`src/rtl/imem_loader.sv`:
```
// Instruction-memory loader: streams 16-bit host words into consecutive
// instruction-memory addresses and holds the fetch stage in reset meanwhile.
// A single registered write port is driven one cycle after each accepted word.
// The loader reports completion, rejection and a running checksum.

module imem_loader #(
    parameter int unsigned ADDR_W          = 10,
    parameter int unsigned RESERVED_BASE   = 32,
    parameter bit          PROTECT_VECTORS = 1'b1
) (
    input  logic              clk,
    input  logic              reset,
    input  logic              load_start,
    input  logic [ADDR_W-1:0] load_base,
    input  logic [ADDR_W:0]   load_count,
    input  logic              abort,
    input  logic              in_valid,
    input  logic [15:0]       in_data,
    output logic              in_ready,
    output logic              mem_write_enable,
    output logic [ADDR_W-1:0] mem_write_address,
    output logic [15:0]       mem_write_data,
    output logic              cpu_hold,
    output logic              busy,
    output logic              done,
    output logic              error,
    output logic [15:0]       checksum
);

    localparam int unsigned DEPTH = 2 ** ADDR_W;
    // Range arithmetic is carried in ADDR_W+2 bits so base+count cannot overflow.
    localparam logic [ADDR_W+1:0] DepthExt   = (ADDR_W + 2)'(DEPTH);
    localparam logic [ADDR_W+1:0] ResBaseExt = (ADDR_W + 2)'(RESERVED_BASE);
    localparam logic [ADDR_W-1:0] AddrOne    = ADDR_W'(1);
    localparam logic [ADDR_W:0]   CntOne     = (ADDR_W + 1)'(1);

    typedef enum logic [2:0] {
        StIdle,
        StCheck,
        StLoad,
        StFlush,
        StDone,
        StErr
    } state_e;

    state_e            state_q;
    logic [ADDR_W-1:0] cur_q;
    logic [ADDR_W:0]   remaining_q;
    logic              we_q;
    logic [ADDR_W-1:0] waddr_q;
    logic [15:0]       wdata_q;
    logic              hold_q;
    logic              busy_q;
    logic              done_q;
    logic              error_q;
    logic [15:0]       checksum_q;

    logic [ADDR_W+1:0] end_ext;
    logic              range_bad;
    logic              vector_bad;
    logic              handshake;

    // Range test on the latched base (cur_q) and count (remaining_q) while in CHECK.
    always_comb begin
        end_ext    = {2'b00, cur_q} + {1'b0, remaining_q};
        range_bad  = end_ext > DepthExt;
        vector_bad = PROTECT_VECTORS && (remaining_q != '0) && ({2'b00, cur_q} < ResBaseExt);
        // Abort wins over a same-cycle valid word, so it also withdraws ready.
        in_ready   = (state_q == StLoad) && !abort;
        handshake  = in_ready && in_valid;
    end

    // Loader FSM; every output except in_ready is a flop.
    always_ff @(posedge clk or negedge reset) begin
        if (!reset) begin
            state_q     <= StIdle;
            cur_q       <= '0;
            remaining_q <= '0;
            we_q        <= 1'b0;
            waddr_q     <= '0;
            wdata_q     <= '0;
            hold_q      <= 1'b0;
            busy_q      <= 1'b0;
            done_q      <= 1'b0;
            error_q     <= 1'b0;
            checksum_q  <= '0;
        end else begin
            we_q    <= 1'b0;
            done_q  <= 1'b0;
            error_q <= 1'b0;
            unique case (state_q)
                StIdle: begin
                    if (load_start) begin
                        cur_q       <= load_base;
                        remaining_q <= load_count;
                        checksum_q  <= '0;
                        hold_q      <= 1'b1;
                        busy_q      <= 1'b1;
                        state_q     <= StCheck;
                    end
                end
                StCheck: begin
                    if (range_bad || vector_bad) begin
                        error_q <= 1'b1;
                        state_q <= StErr;
                    end else if (remaining_q == '0) begin
                        done_q  <= 1'b1;
                        state_q <= StDone;
                    end else begin
                        state_q <= StLoad;
                    end
                end
                StLoad: begin
                    if (abort) begin
                        // Words already written stay; no done/error pulse.
                        hold_q  <= 1'b0;
                        busy_q  <= 1'b0;
                        state_q <= StIdle;
                    end else if (handshake) begin
                        we_q        <= 1'b1;
                        waddr_q     <= cur_q;
                        wdata_q     <= in_data;
                        cur_q       <= cur_q + AddrOne;
                        remaining_q <= remaining_q - CntOne;
                        checksum_q  <= checksum_q + in_data;
                        if (remaining_q == CntOne) begin
                            state_q <= StFlush;
                        end
                    end
                end
                StFlush: begin
                    done_q  <= 1'b1;
                    state_q <= StDone;
                end
                StDone, StErr: begin
                    hold_q  <= 1'b0;
                    busy_q  <= 1'b0;
                    state_q <= StIdle;
                end
                default: begin
                    hold_q  <= 1'b0;
                    busy_q  <= 1'b0;
                    state_q <= StIdle;
                end
            endcase
        end
    end

    assign mem_write_enable  = we_q;
    assign mem_write_address = waddr_q;
    assign mem_write_data    = wdata_q;
    assign cpu_hold          = hold_q;
    assign busy              = busy_q;
    assign done              = done_q;
    assign error             = error_q;
    assign checksum          = checksum_q;

endmodule

```
`config.mk`:
```
export PLATFORM = sky130hd
export DESIGN_NAME = imem_loader
export DESIGN_NICKNAME = d
export VERILOG_FILES = /design/src/rtl/imem_loader.sv
export SDC_FILE = /design/constraint.sdc
export NUM_CORES = 1
export LEC_CHECK = 0
export BUFFER_PORTS_ARGS = -buffer_cell sky130_fd_sc_hd__buf_2
export CELL_PAD_IN_SITES_DETAIL_PLACEMENT = 1
export CELL_PAD_IN_SITES_GLOBAL_PLACEMENT = 1
export CORE_UTILIZATION = 43
export CTS_BUF_LIST = sky130_fd_sc_hd__clkbuf_4
export CTS_CLUSTER_SIZE = 25
export DETAILED_ROUTE_END_ITERATION = 8
export GPL_TIMING_DRIVEN = 0
export PLACE_DENSITY = 0.79
export SYNTH_ARGS = -nofsm -noshare
export SYNTH_HDL_FRONTEND = slang
export SYNTH_SLANG_ARGS = --single-unit
export TNS_END_PERCENT = 100
```
`constraint.sdc`:
```
create_clock -name clk -period 2.9 [get_ports clk]
set_clock_uncertainty 0.1 [all_clocks]
set_input_delay 0.58 -clock clk [delete_from_list [all_inputs] [get_ports clk]]
set_output_delay 0.58 -clock clk [all_outputs]
set_load 0.05 [all_outputs]
```
## Word-level counts from Yosys, hierarchy flattened

Index checks and enable logic that the tools add are counted.

- Output and inout bits: 48
- Logic and storage cells: 72
- Register bits: 70

- Bitwise operators: 2
- Equal/unequal tests: 10
- Reduce and logical (&&, ||, !) cells: 14
- Add/subtract/negate cells: 4
- Magnitude comparators: 2
- Multiplexer cells: 30

Operators with widths:

| kind | count |
|---|---|
| 16-bit 2-to-1 mux | 3 |
| 11-bit 2-to-1 mux | 3 |
| 16-bit case mux with 2 select lines | 1 |
| 10-bit 2-to-1 mux | 3 |
| 11-bit case mux with 2 select lines | 1 |
| 10-bit case mux with 2 select lines | 1 |
| 3-bit 2-to-1 mux | 6 |
| 16-bit adder | 1 |
| 10-bit by 11-bit adder with 12-bit output | 1 |
| 12-bit by 11-bit > comparator with 1-bit output, second input constant | 1 |
| 3-bit case mux with 4 select lines | 1 |
| 11-bit by 1-bit == test with 1-bit output, second input constant | 1 |
| 11-bit logical NOT | 1 |
| 11-bit nonzero test | 1 |
| 11-bit by 1-bit subtractor with 11-bit output, second input constant | 1 |
| 10-bit by 1-bit adder with 10-bit output, second input constant | 1 |
| 10-bit by 6-bit < comparator with 1-bit output, second input constant | 1 |
| 1-bit 2-to-1 mux | 9 |
| 3-bit AND reduction | 3 |
| 2-bit inequality test, second input constant | 4 |
| 3-bit by 2-bit == test with 1-bit output, second input constant | 2 |
| 4-bit AND reduction | 1 |
| 3-bit by 1-bit == test with 1-bit output, second input constant | 1 |
| 1-bit logical AND | 3 |
| 10 further kinds | 11 |

## Depth between registers and ports, before layout

- Depth after elaboration: 6
- Gate-level depth with buffers: 11
- Gate-level depth less buffers: 11

## Least setup slack after synthesis

Ideal clock, no wire load.

- Kind: register to register
- Start point: register checksum_q[0] (netlist: checksum[0])
- End point: register checksum_q[14] (netlist: checksum[14])
- Path buffers: 0
- Arrival time: 2.576 ns
- Cell stages (with the launch flop): 11
- Setup slack: 0.103 ns
- Cell sequence: dfrtp_1 -> ha_1 -> fa_1 -> a21o_1 -> a21oi_1 -> o21ai_0 -> a21oi_1 -> o211ai_1 -> a31oi_1 -> xnor2_1 -> a22o_1

- Longest elaborated chain between the ends: 4

RTL lines:

| item | RTL line | text |
|---|---|---|
| start: declaration | 56 | `logic [15:0] checksum_q;` |
| start signal: assignment | 125 | `checksum_q <= checksum_q + in_data;` |
| 16-bit adder | 125 |  |
| 16-bit 2-to-1 mux | 119 | `end else if (handshake) begin` |
| 16-bit 2-to-1 mux | 114 | `if (abort) begin` |
| 16-bit case mux with 2 select lines | 91 | `unique case (state_q)` |

Every way passes these cells. The select of a mux whose other input is x is not followed.
A chain may end at the register's enable or synchronous reset.

## Worst setup path in the final report

- Start point: register remaining_q[0]
- End point: register state_q[2]

- Longest elaborated chain between the ends: 5

RTL lines:

| item | RTL line | text |
|---|---|---|
| start: declaration | 48 | `logic [ADDR_W:0] remaining_q;` |
| start signal: assignment | 95 | `remaining_q <= load_count;` |
| start signal: assignment | 124 | `remaining_q <= remaining_q - CntOne;` |
| 10-bit by 11-bit adder with 12-bit output or 11-bit nonzero test (tied branches) | 65, 67 |  |
| 12-bit by 11-bit > comparator with 1-bit output or 1-bit logical AND (tied branches) | 66, 67 |  |
| 1-bit logical OR | 103 | `if (range_bad \|\| vector_bad) begin` |
| 3-bit 2-to-1 mux | 103 |  |
| 3-bit case mux with 4 select lines | 91 |  |
| end signal: assignment | 105 | `state_q <= StErr;` |
| end signal: assignment | 108 | `state_q <= StDone;` |
| end signal: assignment | 110 | `state_q <= StLoad;` |
| end: declaration | 46 | `state_e state_q;` |

Several ways; a longest one is shown, not always the timed one.

==> flow_summary.toml <==
[layout]
layout_common_cells = "buf_2, dfrtp_1, a21oi_1, nor2_1, o21ai_0"
post_route_cells_drive_above_1_share_pct = 29.2
mostFrequentLayoutCell = "buf_2"
diodes = 0
finalNonFillerCells = 691
syn_to_final_growth_pct = 18.8
final_nets = 625

[sta]
drv_slew = 0
relSlewSlack_pct = 39.3
final.setup.worst_slack_ns = 0.117
fin_crit_sh_pct = 96.0
grt_setup_unrepaired = "yes"
clock.fmax_mhz = 359
tightest_slew_ns = 0.911
hold_viol_final = 0
setup_viol = 0
period_minus_slack_ns = 2.78

[flow_run]
drv_cap = 0

[global_routing]
grt.total_usage_pct = 25.0
grt_pass1_vias = 4030
grt_pass1_wl_mm = 19.7
grt_max_degree = 71
grt_overflow = 0
antenna_found_initial = 0

[clocking]
clk_latency_ns = 0.45
cts-root-buf = "clkbuf_4"
cts_tree = "done"
cts_max_level = 3
cts_hold_buf = 0
cts_buffer_depth = 2
numCtsBuffers = 9
path_clk_slew_ns = 0.12
clkSinkCount = 70

[critical_path]
crit_required_ns = 3.15
critical_path_peak_fanout = 5
crit_type = "reg -> reg"
cp-start-kind = "flop"
endpoint_kind = "flop"
arrival_ns = 3.04

[yosys]
syn-num-nets = 520
synth-xor-area-share_pct = 3.47
synthSimpleGateAreaFrac_pct = 14.1
yosys_register_bits = 70
synth_area_um2 = 4300
yosysTopAreaCell = "dfrtp_1"
muxShareOfSynthArea_pct = 7.05
synth_top_family_by_area = "compound AO/OA/AOI/OAI gates"
synthTopCellsByArea = "dfrtp_1, ha_1, mux2_2"
synth_edf_count = 0
avgSynthCellArea_um2 = 9.59
syn_inst = 448
ys_async_sr_fraction_pct = 100
yosysSeqAreaShare_pct = 40.8
synth_warnings = 0
synth_compound_area_share_pct = 22.3
synth_cell_types = 51
synth_fa_ha_area_share_pct = 9.09
dominantRegCellSynth = "dfrtp_1"
yosysTopAreaCellShare_pct = 40.8

[detailed_routing]
wl_per_cell_um = 17.6
vias = 3894
ant_nets = 0
routed_wl_mm = 12.2
first_pass_iters = 4
routed_via_density = 5.64
drc = 0
drtIter0Drc = 144

[placement]
hpwl_mm = 9.15
pre_cts_ws_ns = -0.293
io_buffers = 89
gp_congestion = 0.854
dp_cells = 670

[floorplanning]
io_pins = 90
core-area_um2 = 9730
die_h_um = 102
die_w_um = 102
die-area_um2 = 10400
row_count = 36
initial_core_util_pct = 44.1

[status]
status = "completed"

[power]
ir_drop_mv = 0.505
totalPowerFinal_w = 0.00601
p_leak_nw = 2.44
powerDensity_nw_per_um2 = 1180

[worst_hold_path]
worstHoldPathType = "in -> async"
## metal layers
layer / up-vias / wire length, um / global-route usage [%] / part of all wire, %
met4: 0 / 286 / 11.5 / 2.4
met2: 77 / 6160 / 43.3 / 51
met5: - / 0 / 0 / 0
met3: 22 / 375 / 3.21 / 3.1
met1: 1943 / 5330 / 31.1 / 44
li1: 1852 / - / - / -
## area by class of cell
type / instances / area [um^2]
Inverter: 15 / 56.3
Fill cell: 1187 / 4630
Tap cell: 133 / 166
Sequential cell: 70 / 1760
Multi-Input combinational cell: 344 / 2450
Timing Repair Buffer: 94 / 485
Clock inverter: 5 / 26.3
Clock buffer: 11 / 82.6
Buffer: 19 / 82.6
## cell usage after synthesis, types with 2 or more instances
cell type  number
dfrtp_1        70
a21oi_1        43
nor2_1         34
o21ai_0        33
nand2_1        29
ha_1           28
mux2_2         26
inv_1          15
a22o_1         13
nand3_1        13
clkbuf_1       12
nor3_1         12
xnor2_1        12
a31oi_1        11
o21bai_1        7
a21o_1          6
and3_1          6
nor2b_1         6
o22ai_1         6
a211oi_1        5
buf_2           5
o21a_1          5
xor2_1          5
and2_1          3
and4_1          3
nand2b_1        3
nor3b_1         3
o31ai_1         3
or2_2           3
a211o_1         2
a22oi_1         2
fa_1            2
o211ai_1        2
o221ai_1        2
o31a_1          2
## final timing paths
path | from | to | slack (ns) | depth (start not counted)
setup / recovery | remaining_q[0] | state_q[2] | 0.12 | 11
hold / removal | reset | mem_write_address[5] | 0.13 | 1
setup reg to reg | remaining_q[0] | state_q[2] | 0.12 | 11
hold reg to reg | mem_write_data[2] | mem_write_data[2] | 0.41 | 1
max in group asynchronous | reset | remaining_q[0] | 1.91 | 1
min in group clk | abort | state_q[1] | 0.22 | 2
## repair_timing
item / CTS / global route
hold endpoints to repair: 0 / 0
endpoints found under the setup margin: 5 / 9
setup buffers: 1 / 4
pin swaps: 2 / 7
gates resized for setup: 5 / 10
## kinds of logic after synthesis
logic type | count (synthesis)
compound gates | 148
buf+inv | 34
simple gates | 122
xor+xnor | 17
fa+ha+maj | 30
flops | 70
mux | 27
## metrics by stage
step	cell area [um^2]	hold slack (ns)	TNS [ns]	utilization, %
after global placement	4910	0.384	-0.649	50.4
after detailed placement	4910	0.390	-1.25	50.5
after floorplan	4300	0.184	0	-
after global routing	5100	0.230	-0.0344	52.5
final	5100	0.134	0	52.5
after CTS	5040	0.173	0	51.8
## flip-flops by register name (all words and copies together) (netlist names)
name / flops
checksum: 16
mem_write_data: 16
remaining_q: 11
cur_q: 10
mem_write_address: 10
state_q: 3
busy: 1
done: 1
error: 1
mem_write_enable: 1
## critical path, stage by stage, from the launching register on
cell and delay (ns):
dfrtp_2 0.47, ha_4 0.18, inv_1 0.06, fa_2 0.24, nor2b_4 0.05, o31a_1 0.32, o21ai_2 0.19, a21o_1 0.15
nand3_1 0.14, a2111oi_4 0.35, a22oi_2 0.14, o31a_1 0.29
## power breakdown
group	internal [W]	switching (W)
Combinational	0.00131	0.00240
Clock	0.000189	0.000353
Sequential	0.00137	0.000400
Total	0.00286	0.00315
Power figures use the tool's default switching activity.
